--- config.mk ---
export PLATFORM = sky130hd
export DESIGN_NAME = mem_wb_pipe
export DESIGN_NICKNAME = d
export VERILOG_FILES = /design/src/rtl/mem_wb_pkg.sv /design/src/rtl/pipe_skid_reg.sv /design/src/rtl/mem_wb_pipe.sv
export SDC_FILE = /design/constraint.sdc
export NUM_CORES = 1
export LEC_CHECK = 0
export ABC_AREA = 1
export CORE_MARGIN = 2
export CORE_UTILIZATION = 65
export CTS_CLUSTER_SIZE = 30
export DETAILED_ROUTE_END_ITERATION = 16
export DONT_BUFFER_PORTS = 1
export GPL_ROUTABILITY_DRIVEN = 0
export PLACE_DENSITY = 0.8
export SYNTH_ARGS = -nofsm -noshare
export SYNTH_HDL_FRONTEND = slang
export SYNTH_HIERARCHICAL = 1
export SYNTH_SLANG_ARGS = --single-unit
--- constraint.sdc ---
create_clock -name clk -period 3.3 [get_ports clk]
set_clock_uncertainty 0.15 [all_clocks]
set_input_delay 0.66 -clock clk [delete_from_list [all_inputs] [get_ports clk]]
set_output_delay 0.66 -clock clk [all_outputs]
set_load 0.01 [all_outputs]
--- src/rtl/mem_wb_pkg.sv ---
// Shared defaults and payload layout for the MEM/WB pipeline stage.
// The MEM_WB_SKID_EN macro (see pipe_skid_reg) selects the two-entry variant.
package mem_wb_pkg;

  localparam int XLEN_DEF  = 32;
  localparam int RA_W_DEF  = 5;
  localparam int CNT_W_DEF = 16;

  // Architectural zero register: writes to it never reach the register file.
  localparam int REG_ZERO = 0;

  typedef struct packed {
    logic [RA_W_DEF-1:0] rd;
    logic                memtoreg;
    logic                regwrite;
    logic [XLEN_DEF-1:0] alu_out;
    logic [XLEN_DEF-1:0] mem_rdata;
  } mem_wb_payload_t;

  localparam int PAYLOAD_W_DEF = $bits(mem_wb_payload_t);

endpackage

--- src/rtl/pipe_skid_reg.sv ---
// Generic valid/ready payload register with flush. Define MEM_WB_SKID_EN for a
// second (skid) entry that removes the out_ready -> in_ready combinational path.
module pipe_skid_reg #(
  parameter int W = 8
) (
  input  logic         clk,
  input  logic         rst_n,
  input  logic         flush,
  input  logic         in_valid,
  output logic         in_ready,
  input  logic [W-1:0] in_data,
  output logic         out_valid,
  input  logic         out_ready,
  output logic [W-1:0] out_data
);

  // Handshake: a beat moves on any edge where valid and ready are both high;
  // a held beat keeps its payload stable until it is consumed or flushed.
  logic in_xfer;
  logic out_xfer;

  assign in_xfer  = in_valid & in_ready;
  assign out_xfer = out_valid & out_ready;

`ifdef MEM_WB_SKID_EN
  logic         skid_valid;
  logic [W-1:0] skid_data;

  assign in_ready = !skid_valid;

  always_ff @(posedge clk or negedge rst_n) begin
    if (!rst_n) begin
      out_valid  <= 1'b0;
      out_data   <= '0;
      skid_valid <= 1'b0;
      skid_data  <= '0;
    end else if (flush) begin
      out_valid  <= 1'b0;
      skid_valid <= 1'b0;
    end else if (!out_valid) begin
      if (in_xfer) begin
        out_valid <= 1'b1;
        out_data  <= in_data;
      end
    end else if (out_xfer) begin
      // Skid full implies in_ready low, so no new beat can arrive here.
      if (skid_valid) begin
        out_data   <= skid_data;
        skid_valid <= 1'b0;
      end else if (in_xfer) begin
        out_data <= in_data;
      end else begin
        out_valid <= 1'b0;
      end
    end else if (in_xfer) begin
      skid_valid <= 1'b1;
      skid_data  <= in_data;
    end
  end
`else
  assign in_ready = out_ready | !out_valid;

  always_ff @(posedge clk or negedge rst_n) begin
    if (!rst_n) begin
      out_valid <= 1'b0;
      out_data  <= '0;
    end else if (flush) begin
      out_valid <= 1'b0;
    end else if (in_xfer) begin
      out_valid <= 1'b1;
      out_data  <= in_data;
    end else if (out_xfer) begin
      out_valid <= 1'b0;
    end
  end
`endif

endmodule

--- src/rtl/mem_wb_pipe.sv ---
// MEM/WB pipeline stage: handshaked payload register plus register-file write
// decode and a saturating bubble counter. MEM_WB_SKID_EN adds a skid entry.
module mem_wb_pipe
  import mem_wb_pkg::*;
#(
  parameter int XLEN  = XLEN_DEF,
  parameter int RA_W  = RA_W_DEF,
  parameter int CNT_W = CNT_W_DEF
) (
  input  logic             clk,
  input  logic             rst_n,
  input  logic             flush_i,
  input  logic             in_valid,
  output logic             in_ready,
  input  logic [RA_W-1:0]  in_rd,
  input  logic             in_memtoreg,
  input  logic             in_regwrite,
  input  logic [XLEN-1:0]  in_alu_out,
  input  logic [XLEN-1:0]  in_mem_rdata,
  output logic             out_valid,
  input  logic             out_ready,
  output logic [RA_W-1:0]  out_rd,
  output logic             out_memtoreg,
  output logic             out_regwrite,
  output logic [XLEN-1:0]  out_alu_out,
  output logic [XLEN-1:0]  out_mem_rdata,
  output logic             wb_we,
  output logic [RA_W-1:0]  wb_waddr,
  output logic [XLEN-1:0]  wb_wdata,
  output logic [CNT_W-1:0] bubble_cnt
);

  typedef struct packed {
    logic [RA_W-1:0] rd;
    logic            memtoreg;
    logic            regwrite;
    logic [XLEN-1:0] alu_out;
    logic [XLEN-1:0] mem_rdata;
  } payload_t;

  localparam int PW = $bits(payload_t);
  localparam logic [CNT_W-1:0] CNT_MAX = '1;

  payload_t in_pl;
  payload_t out_pl;

  assign in_pl.rd        = in_rd;
  assign in_pl.memtoreg  = in_memtoreg;
  assign in_pl.regwrite  = in_regwrite;
  assign in_pl.alu_out   = in_alu_out;
  assign in_pl.mem_rdata = in_mem_rdata;

  pipe_skid_reg #(
    .W (PW)
  ) u_reg (
    .clk       (clk),
    .rst_n     (rst_n),
    .flush     (flush_i),
    .in_valid  (in_valid),
    .in_ready  (in_ready),
    .in_data   (in_pl),
    .out_valid (out_valid),
    .out_ready (out_ready),
    .out_data  (out_pl)
  );

  assign out_rd        = out_pl.rd;
  assign out_memtoreg  = out_pl.memtoreg;
  assign out_regwrite  = out_pl.regwrite;
  assign out_alu_out   = out_pl.alu_out;
  assign out_mem_rdata = out_pl.mem_rdata;

  // Register-file write port; these also feed the forwarding unit.
  assign wb_we    = out_valid & out_regwrite & (out_rd != RA_W'(REG_ZERO));
  assign wb_waddr = out_rd;
  assign wb_wdata = out_memtoreg ? out_mem_rdata : out_alu_out;

  always_ff @(posedge clk or negedge rst_n) begin
    if (!rst_n) begin
      bubble_cnt <= '0;
    end else if (!out_valid && (bubble_cnt != CNT_MAX)) begin
      bubble_cnt <= bubble_cnt + 1'b1;
    end
  end

endmodule

## Word-level counts from Yosys, hierarchy flattened

Index checks and enable logic that the tools add are counted.

| storage, ports and cells | value |
|---|---|
| register bits after elaboration | 88 |
| output and inout port bits | 127 |

| operators by class | value |
|---|---|
| mux-type cells | 4 |
| equality and inequality tests | 1 |
| add/subtract/negate cells | 1 |
| reduce and logical (&&, ||, !) cells | 5 |
| bitwise logic cells | 6 |

Operator list:

| cell | number |
|---|---|
| $mux W32 | 1 |
| $add A16 B1 Y16 const B | 1 |
| $ne A16 B16 Y1 const B | 1 |
| $reduce_bool A5 Y1 | 1 |
| $and A1 B1 Y1 | 4 |
| $mux W1 | 3 |
| $reduce_bool A3 Y1 | 1 |
| $reduce_and A2 Y1 | 1 |
| $logic_and A1 B1 Y1 | 1 |
| $logic_not A1 Y1 | 1 |
| $not A1 Y1 | 1 |
| $or A1 B1 Y1 | 1 |

## Logic depth before layout (Yosys ltp)

Gate-level depths: netlist of the first run.

| logic depth | value |
|---|---|
| word-level depth | 5 |
| mapped depth | 9 |
| depth with buffers taken out | 9 |

## By module

Netlist of the first run, hierarchy kept.

Modules (own cells, without submodules):

| module | cells an instance | instances | area an instance (um^2) |
|---|---|---|---|
| pipe_skid_reg | 313 | 1 | 2836.5 |
| mem_wb_pipe | 180 | 1 | 1390.1 |

## Least setup slack after synthesis of the first run

Ideal clock, no wire load.

| timing path | value |
|---|---|
| kind | reg-to-output |
| start | register u_reg.out_data[65] |
| end | output port wb_wdata[4] |
| required time | 2.490 ns |
| slack | 1.317 ns |
| cell stages (with the launch flop) | 4 |
| data arrival time | 1.173 ns |
| cells stage by stage | dfrtp_1 > clkbuf_1 > buf_2 > mux2_1 |

| between the ends | value |
|---|---|
| word-level cells in the longest chain between the ends | 1 |

RTL lines:

| element | RTL line | RTL |
|---|---|---|
| start: declaration | pipe_skid_reg.sv:14 | `output logic [W-1:0] out_data` |
| start signal: assignment | pipe_skid_reg.sv:71 | `out_data <= in_data;` |
| $mux W32 | mem_wb_pipe.sv:76 | `assign wb_wdata = out_memtoreg ? out_mem_rdata : out_alu_out;` |
| end: declaration | mem_wb_pipe.sv:29 | `output logic [XLEN-1:0] wb_wdata,` |

Every way passes these cells.

## Worst setup path after layout of the first run

| timing path | value |
|---|---|
| start | register u_reg.out_data[65] |
| end | output port wb_wdata[19] |

Same word-level chain as after synthesis.

==> results of run 1 <==
## per-stage QoR
stage	std cells	util, %
2_1_floorplan	493	-
3_3_place_gp	543	66.25
3_5_place_dp	543	66.25
4_1_cts	560	70.35
5_1_grt	560	70.35
6_report	560	70.35
## power by group
part	switching [mW]	internal (mW)	leakage [nW]	total (mW)
registers	0.273	1.23	1.11	1.51
clock network	0.375	0.470	0.113	0.845
logic	0.277	0.187	1.02	0.464
## layout make-up
class | instances | share of cell area [%]
clock buffer | 12 | 3.493
clock inverter | 4 | 1.718
inverter | 12 | 1.042
multi-input combinational | 361 | 40.54
sequential | 88 | 49.58
tap | 77 | 2.169
timing repair buffer | 6 | 1.465
## worst reg2reg max path: cells and delay by family, from the launching register on
family | cells | cell delay (ns)
buf+inv | 2 | 0.33
flops | 1 | 0.50
fa+ha+maj | 1 | 0.32
simple gates | 6 | 0.64
## registers in the layout (all words and copies together) (netlist names)
signal	cells
bubble_cnt	16
u_reg/out_data	71
u_reg/out_valid	1
## cell usage in the layout (no fill, tap or decap), types with 2 or more instances in the layout
| cell | Yosys | routed |
|---|---|---|
| nand2_1 | 203 | 202 |
| dfrtp_1 | 88 | 88 |
| o21ai_0 | 4 | 4 |
| xor2_1 | 2 | 2 |
| clkbuf_8 | 0 | 11 |
| mux2_2 | 30 | 30 |
| inv_1 | 9 | 9 |
| nand4_1 | 4 | 4 |
| nor2_2 | 4 | 4 |
| nor2_1 | 15 | 15 |
| a21oi_1 | 2 | 2 |
| nor3_1 | 2 | 2 |
| xnor2_1 | 5 | 5 |
| mux2_1 | 2 | 2 |
| inv_2 | 2 | 2 |
| buf_4 | 6 | 5 |
| bufinv_16 | 0 | 2 |
| nor2_4 | 2 | 2 |
| nand2_2 | 6 | 7 |
| nand3_1 | 78 | 78 |
## repair_timing
item                                   4_1_cts  5_1_grt
gates resized for setup                      0        0
endpoints found under the hold margin       88        0
hold buffers                                 1        0
## final timing paths
kind / start / to / depth (start not counted)
min in group clk: flush_i / u_reg/out_valid$_DFFE_PN0P_ / 1
max in group asynchronous: rst_n / u_reg/out_data[66]$_DFFE_PN0P_ / 1
worst min-delay path: rst_n / bubble_cnt[6]$_DFFE_PN0P_ / 1
worst max-delay path: u_reg/out_data[65]$_DFFE_PN0P_ / wb_wdata[19] / 2
worst max register to register: bubble_cnt[0]$_DFFE_PN0P_ / bubble_cnt[15]$_DFFE_PN0P_ / 9
worst min register to register: u_reg/out_data[29]$_DFFE_PN0P_ / u_reg/out_data[29]$_DFFE_PN0P_ / 2
## cell families after synthesis
family,synth area share (%)
XOR/XNOR,1.451
AO/OA/AOI/OAI,0.8288
AND/OR/NAND/NOR,31.44
buffers and inverters,5.358
adder cells (fa/ha/maj),0.2960
multiplexers,8.526
flip-flops,52.10
## Yosys cell counts, drive strengths merged
| cell type | instances |
|---|---|
| dfrtp | 88 |
| clkinv | 1 |
| nand4 | 4 |
| o21ai | 5 |
| clkbuf | 1 |
| xnor2 | 5 |
| nor2 | 21 |
| inv | 11 |
| xor2 | 2 |
| ha | 1 |
| nor3 | 2 |
| nand2 | 209 |
| mux2 | 32 |
| nand3 | 78 |
| a21oi | 2 |
| buf | 31 |
## per-layer routing
metal  global-route usage [%]  part of all wire, %  vias up
met5                        0                    0        -
met4                    12.70                  2.8        0
met3                    7.866                  8.6       25
met2                    45.67                   49      182
met1                    35.18                   39     1586
li1                         -                    -     1549
==> results.ini, run 1 <==
[final_layout]
fill_cells = 494
drive_gt1_share_pct = 13.87
antenna_cells = 0
postLayoutCellArea_um2 = 4442
nets = 555
syn2layout_area_growth_pct = 5.092
regArea_um2 = 2202
multi_input_area_um2 = 1800

[synth]
synth_cell_type_count = 24
yosys.area.top_type = dfrtp_1
syn_avg_cell_area_um2 = 8.573
synth_cells = 493
synth_seq_cells = 88
yosys-top-cells-area = dfrtp_1 52%, nand2_1 18%, nand3_1 9.2%
ys_seq_area_share_pct = 52.10
yosys_warnings = 6
synth.cell_area_um2 = 4227
synth_top_area_share_pct = 52.10
syn-num-nets = 570

[placement]
dp_slack_ns = 1.138
io_buffers = 0
dpl_cell_area_um2 = 4183
dp_hpwl_um = 6703

[critical_path]
rrSetupSlack_ns = 1.25
path_buf_inv = 1
required_ns = 2.49
critPathMaxFanout = 29
critPathSlowestCell = dfrtp_1
critPathLaunchType = flop
path_delay_family = flip-flops
critPathMaxStageDelay_ns = 0.52
crit_chain = buf_4 -> mux2_2
cp.arrival_ns = 1.72
crit_path_end_kind = output port
crit_type = flop to output port

[drt]
via_count = 3342
wl_um = 9966
route.detailed.drc = 0
detail-route-antenna-nets = 0
first_pass_iters = 5
drtIter0Drc = 255
viasPerCell = 5.968
wl_per_cell_um = 17.80

[clock_network]
cts.sinks = 88
clock_path_buffers = 2
cts_inserted_buffers = 9
tritoncts = yes
cts_setup_buffers = 0
path_clk_slew_ns = 0.09
cts-root-buf = clkbuf_8
clkLatencyLatePin_ns = 0.34
htreeDepth = 3

[floorplanning]
core-area_um2 = 6314
die_y_um = 84.64
die-width_um = 84.64
fp.dieArea_um2 = 7163
floorplan.initialDensity_pct = 66.94
io_pins = 203
num_rows = 29

[timing]
rsz0062_at_grt = false
tns_ns = 0
timing.final.crit_share_pct = 76.54
worst_slew_pin_slew_ns = 0.7615
final-setup-viol-count = 0
slew_headroom_pct = 49.05
whs_ns = 0.05807
hold_viol = 0
maxClockFrequency_mhz = 395.9
worst_slack_ns = 0.7741
report.final.slew_viol_count = 0
layout_min_cycle_time_ns = 2.526

[grt]
first_global_vias = 3310
grt_antenna_before_repair = 0
grt_pass1_wl_um = 16170
grt.total_usage_pct = 28.10
grt_overflow = 0
grt_max_degree = 89

[power_and_ir_drop]
power.density_nw_per_um2 = 633.9
ir_worst_vdd_v = 0.0004908
power_mw = 2.816
p_leak_nw = 2.242

[status]
status = complete, no violations

[run]
maxCapViolations = 0

[worst_hold_path]
hold_path.class = input port to asynchronous set/reset pin

Note: power is estimated with default switching activity, not from simulation.
==> inputs of run 2 (changes only) <==
Settings changed: CORE_UTILIZATION 65 to 63, PLACE_DENSITY 0.8 to 0.78.
Clock period 3.3 ns to 2.4 ns, I/O delays scaled along.
==> results.ini, run 2 (synthesis results as in run 1) <==
[drt]
route.detailed.drc = 0  ; unchanged
detail-route-antenna-nets = 0  ; unchanged
via_count = 3328  ; -0.42%
wl_um = 9866  ; -1.0%
drtIter0Drc = 211  ; -17%
viasPerCell = 5.953  ; -0.24%
first_pass_iters = 4  ; -1
wl_per_cell_um = 17.65  ; -0.83%

[floorplanning]
num_rows = 29  ; unchanged
floorplan.initialDensity_pct = 65.81  ; -1.1 points
io_pins = 203  ; unchanged
core-area_um2 = 6422  ; +1.7%
die-width_um = 85.91  ; +1.5%
fp.dieArea_um2 = 7380  ; +3.0%
die_y_um = 85.91  ; +1.5%

[run]
maxCapViolations = 0  ; unchanged

[timing]
rsz0062_at_grt = false
final-setup-viol-count = 0  ; unchanged
layout_min_cycle_time_ns = 2.201
timing.final.crit_share_pct = 91.72
tns_ns = 0  ; unchanged
report.final.slew_viol_count = 0  ; unchanged
maxClockFrequency_mhz = 454.3
worst_slew_pin_slew_ns = 0.4555  ; -0.3060 ns
slew_headroom_pct = 69.63  ; +21 points
whs_ns = -0.3227  ; -0.3808 ns
hold_viol = 88  ; +88

[clock_network]
tritoncts = yes
path_clk_slew_ns = 0.08  ; about the same
clkLatencyLatePin_ns = 0.34  ; about the same
cts.repair.resized = 0  ; unchanged
clock_path_buffers = 2  ; unchanged
htreeDepth = 3  ; unchanged
cts_setup_buffers = 0  ; unchanged
cts.sinks = 88  ; unchanged
cts-root-buf = clkbuf_8
cts_inserted_buffers = 9  ; unchanged

[power_and_ir_drop]
power.density_nw_per_um2 = 818.3  ; +29%
ir_worst_vdd_v = 0.0005550  ; +13%
p_leak_nw = 2.231  ; -0.53%
power_mw = 3.611  ; +28%

[final_layout]
largest-register = u_reg/out_data
largest_register_ffs = 71  ; unchanged
drive_gt1_share_pct = 13.69  ; -0.18 points
regArea_um2 = 2202  ; unchanged
fill_cells = 530  ; +7.3%
layout_commonest_cell = nand2_1
instances_no_fill = 559  ; -0.18%
final_cell_mix = 202 x nand2_1, 88 x dfrtp_1, 78 x nand3_1
reg.largest.list = u_reg/out_data: 71 flops, bubble_cnt: 16 flops, u_reg/out_valid: 1 flops
multi_input_area_um2 = 1800  ; unchanged
antenna_cells = 0  ; unchanged
syn2layout_area_growth_pct = 4.411
nets = 555  ; unchanged

[placement]
dp_hpwl_um = 6782  ; +1.2%
io_buffers = 0  ; unchanged
place_inst = 544  ; +0.18%

[grt]
first_global_vias = 3319  ; +0.27%
grt_pass1_wl_um = 15790  ; -2.4%
grt.total_usage_pct = 27.15  ; -0.95 points
grt_antenna_before_repair = 0  ; unchanged
grt_overflow = 0  ; unchanged
grt_max_degree = 89  ; unchanged

[critical_path]
critPathLaunchType = flop
crit_type = flop to output port
critPathMaxFanout = 18  ; -38%
required_ns = 1.77  ; -0.72 ns
crit_path_end_kind = output port
cp.arrival_ns = 1.57  ; -0.15 ns

[status]
violations = negative hold slack
status = complete, but fails checks

[worst_hold_path]
hold_path.class = input port to asynchronous set/reset pin

-- run 2: cell count changes in the layout (fill, tap and decap cells not counted) --
cell	before	now
buf_16	1	0
buf_12	0	4
clkinv_4	1	0
buf_4	5	2
clkinv_2	1	3
bufinv_16	2	0
-- run 2: path summary, 6_finish.rpt --
kind                                                startpoint                        endpoint  slack [ns]  depth (start not counted)
worst min register to register  u_reg/out_data[24]$_DFFE_PN0P_  u_reg/out_data[24]$_DFFE_PN0P_        0.41                          2
worst max register to register       bubble_cnt[0]$_DFFE_PN0P_       bubble_cnt[1]$_DFFE_PN0P_        0.46                          9
worst max-delay path            u_reg/out_data[65]$_DFFE_PN0P_                    wb_wdata[14]        0.20                          2
worst min-delay path                                     rst_n       bubble_cnt[8]$_DFFE_PN0P_       -0.32                          0
max in group asynchronous                                rst_n  u_reg/out_data[65]$_DFFE_PN0P_        2.25                          0
min in group clk                                       flush_i     u_reg/out_valid$_DFFE_PN0P_        0.05                          1
-- run 2: per-layer routing --
layer	up-vias	global-route usage, %	wire length (µm)
met5	-	0	0
met4	0	11.40	225
met3	21	7.026	809
met2	171	45.10	4938
met1	1586	33.79	3892
li1	1550	-	-
-- run 2: worst max-delay path, stage by stage, from the launching register on --
cell,delay (ns)
dfrtp_1,0.62
buf_12,0.22
mux2_2,0.38
-- run 2: cell type report --
type	instances	share of cell area (%)
clock buffers	12	3.516
clock inverters	3	0.3969
inverters	12	1.049
multi-input cells	361	40.80
flip-flops and latches	88	49.90
well taps	77	2.183
repair buffers	6	2.155
-- run 2: metrics by stage --
stage	util, %	cell area (µm²)	setup slack (ns)
floorplan	-	4227	0.5967
global placement	66.02	4240	0.5494
detailed placement	66.02	4240	0.4787
CTS	68.71	4413	0.1767
global route	68.71	4413	0.1465
finish	68.71	4413	0.1986
-- run 2: where the power goes --
part / leakage [nW] / internal (mW) / switching, mW
Combinational: 1.04 / 0.271 / 0.357
Clock: 0.0882 / 0.425 / 0.486
Sequential: 1.11 / 1.70 / 0.376
==> inputs of run 3 (changes only) <==
Settings changed: GPL_TIMING_DRIVEN from default to 0.
==> results.ini, run 3 (synthesis results as in run 1) <==
[clock_network]
cts_setup_buffers = 0  ; unchanged
htreeDepth = 3  ; unchanged
clkLatencyLatePin_ns = 0.35  ; about the same
tritoncts = yes
cts-root-buf = clkbuf_8
path_clk_slew_ns = 0.09  ; about the same
cts_inserted_buffers = 9  ; unchanged
clock_path_buffers = 2  ; unchanged
cts.sinks = 88  ; unchanged

[critical_path]
crit_chain = clkbuf_2 -> clkbuf_4 -> mux2_2
critPathSlowestCell = dfrtp_1
required_ns = 1.77  ; about the same
rrSetupSlack_ns = 0.56  ; +0.10 ns
path_delay_family = buffers and inverters
path_buf_inv = 2  ; +1
critPathLaunchType = flop
crit_type = flop to output port
r2r_cells = 9  ; unchanged
rr_startpoint = bubble_cnt[0]$_DFFE_PN0P_
cp_num_cells = 3  ; +1
cp.arrival_ns = 1.71  ; +0.14 ns
r2r_end = bubble_cnt[2]$_DFFE_PN0P_
critPathMaxFanout = 10  ; -8
crit_path_end_kind = output port
critPathMaxStageDelay_ns = 0.45  ; -0.17 ns

[floorplanning]
die-width_um = 85.91  ; unchanged
io_pins = 203  ; unchanged
fp.dieArea_um2 = 7380  ; unchanged
core-area_um2 = 6422  ; unchanged
die_y_um = 85.91  ; unchanged
num_rows = 29  ; unchanged
floorplan.initialDensity_pct = 65.81  ; unchanged

[final_layout]
nets = 581  ; +4.7%
final_core_util_pct = 71.09  ; +2.4 points
final_cell_mix = 203 x nand2_1, 88 x dfrtp_1, 78 x nand3_1
largest_register_ffs = 71  ; unchanged
drive_gt1_share_pct = 17.91  ; +4.2 points
syn2layout_area_growth_pct = 8.023
reg.largest.list = u_reg/out_data: 71 flops, bubble_cnt: 16 flops, u_reg/out_valid: 1 flops
largest-register = u_reg/out_data
layout_commonest_cell = nand2_1
antenna_cells = 0  ; unchanged

[drt]
via_count = 3407  ; +2.4%
top_layer = met4
viasPerCell = 5.824  ; -2.2%
first_pass_iters = 4  ; unchanged
detail-route-antenna-nets = 0  ; unchanged
dr_wl_met3_um = 969  ; +20%
route.detailed.drc = 0  ; unchanged
wl_per_cell_um = 18.61  ; +5.5%
drtIter0Drc = 180  ; -15%
wl_um = 10890  ; +10%
met1_length_um = 4131  ; +6.1%
wl_met2_um = 5537  ; +12%

[grt]
grt_max_degree = 89  ; unchanged
grt_overflow = 0  ; unchanged
grt_pass1_wl_um = 16730  ; +5.9%
first_global_vias = 3385  ; +2.0%
grt_antenna_before_repair = 0  ; unchanged
grt.total_usage_pct = 29.39  ; +2.2 points

[timing]
final-setup-viol-count = 0  ; unchanged
rsz0062_at_grt = false
worst_slack_ns = 0.06259  ; -0.1360 ns
report.final.slew_viol_count = 0  ; unchanged
hold_viol = 88  ; unchanged
slew_headroom_pct = 73.64  ; +4.0 points
maxClockFrequency_mhz = 427.8  ; -5.8%
tns_ns = 0  ; unchanged
whs_ns = -0.3421  ; -0.01941 ns
worst_slew_pin_slew_ns = 0.3954  ; -0.06014 ns
layout_min_cycle_time_ns = 2.337  ; +0.1360 ns
timing.final.crit_share_pct = 97.39  ; +5.7 points

[placement]
dp_hpwl_um = 7772  ; +15%
io_buffers = 0  ; unchanged
dp_slack_ns = 0.2545  ; -0.2242 ns

[status]
violations = negative hold slack
status = complete, but fails checks

[power_and_ir_drop]
p_leak_nw = 2.333  ; +4.6%
power_mw = 3.934  ; +8.9%
ir_worst_vdd_v = 0.0004782  ; -14%
power.density_nw_per_um2 = 861.7  ; +5.3%

[run]
maxCapViolations = 0  ; unchanged

[worst_hold_path]
hold_path.class = input port to asynchronous set/reset pin

[run 3: what timing repair did]
action,CTS,global route
setup endpoints to repair,30,20
gates resized for setup,2,2
endpoints found under the hold margin,88,88
[run 3: routing by layer]
metal  vias to the layer above  global-route usage, %
li1                       1611                      -
met1                      1608                  35.63
met2                       169                  49.12
met3                        19                  8.662
met4                         0                  12.27
met5                         -                      0
[run 3: final cells by class]
class | count | area [µm²]
Buffer | 32 | 188.9
Clock buffer | 10 | 127.6
Clock inverter | 5 | 106.4
Fill cell | 495 | 1857
Inverter | 12 | 46.29
Multi-Input combinational cell | 361 | 1798
Sequential cell | 88 | 2202
Tap cell | 77 | 96.34
[run 3: power by group]
group          leakage (nW)  switching, mW  internal [mW]
clock network         0.113          0.520          0.688
registers              1.11          0.361           1.70
logic                  1.11          0.385          0.284
[run 3: worst max-delay path by stage]
stage,endpoint,slack (ns),from
2_1_floorplan,wb_wdata[4],0.60,u_reg/out_data[65]$_DFFE_PN0P_
3_3_place_gp,wb_wdata[30],0.29,u_reg/out_data[65]$_DFFE_PN0P_
3_5_place_dp,wb_wdata[30],0.25,u_reg/out_data[65]$_DFFE_PN0P_
4_1_cts,wb_wdata[14],0.02,u_reg/out_data[65]$_DFFE_PN0P_
5_1_grt,wb_wdata[17],0.02,u_reg/out_data[65]$_DFFE_PN0P_
6_report,wb_wdata[17],0.06,u_reg/out_data[65]$_DFFE_PN0P_
[run 3: metrics by stage]
step                instances  cell area [µm²]
global route              585             4566
CTS                       585             4561
floorplan                 493             4227
detailed placement        570             4323
finish                    585             4566
global placement          570             4323
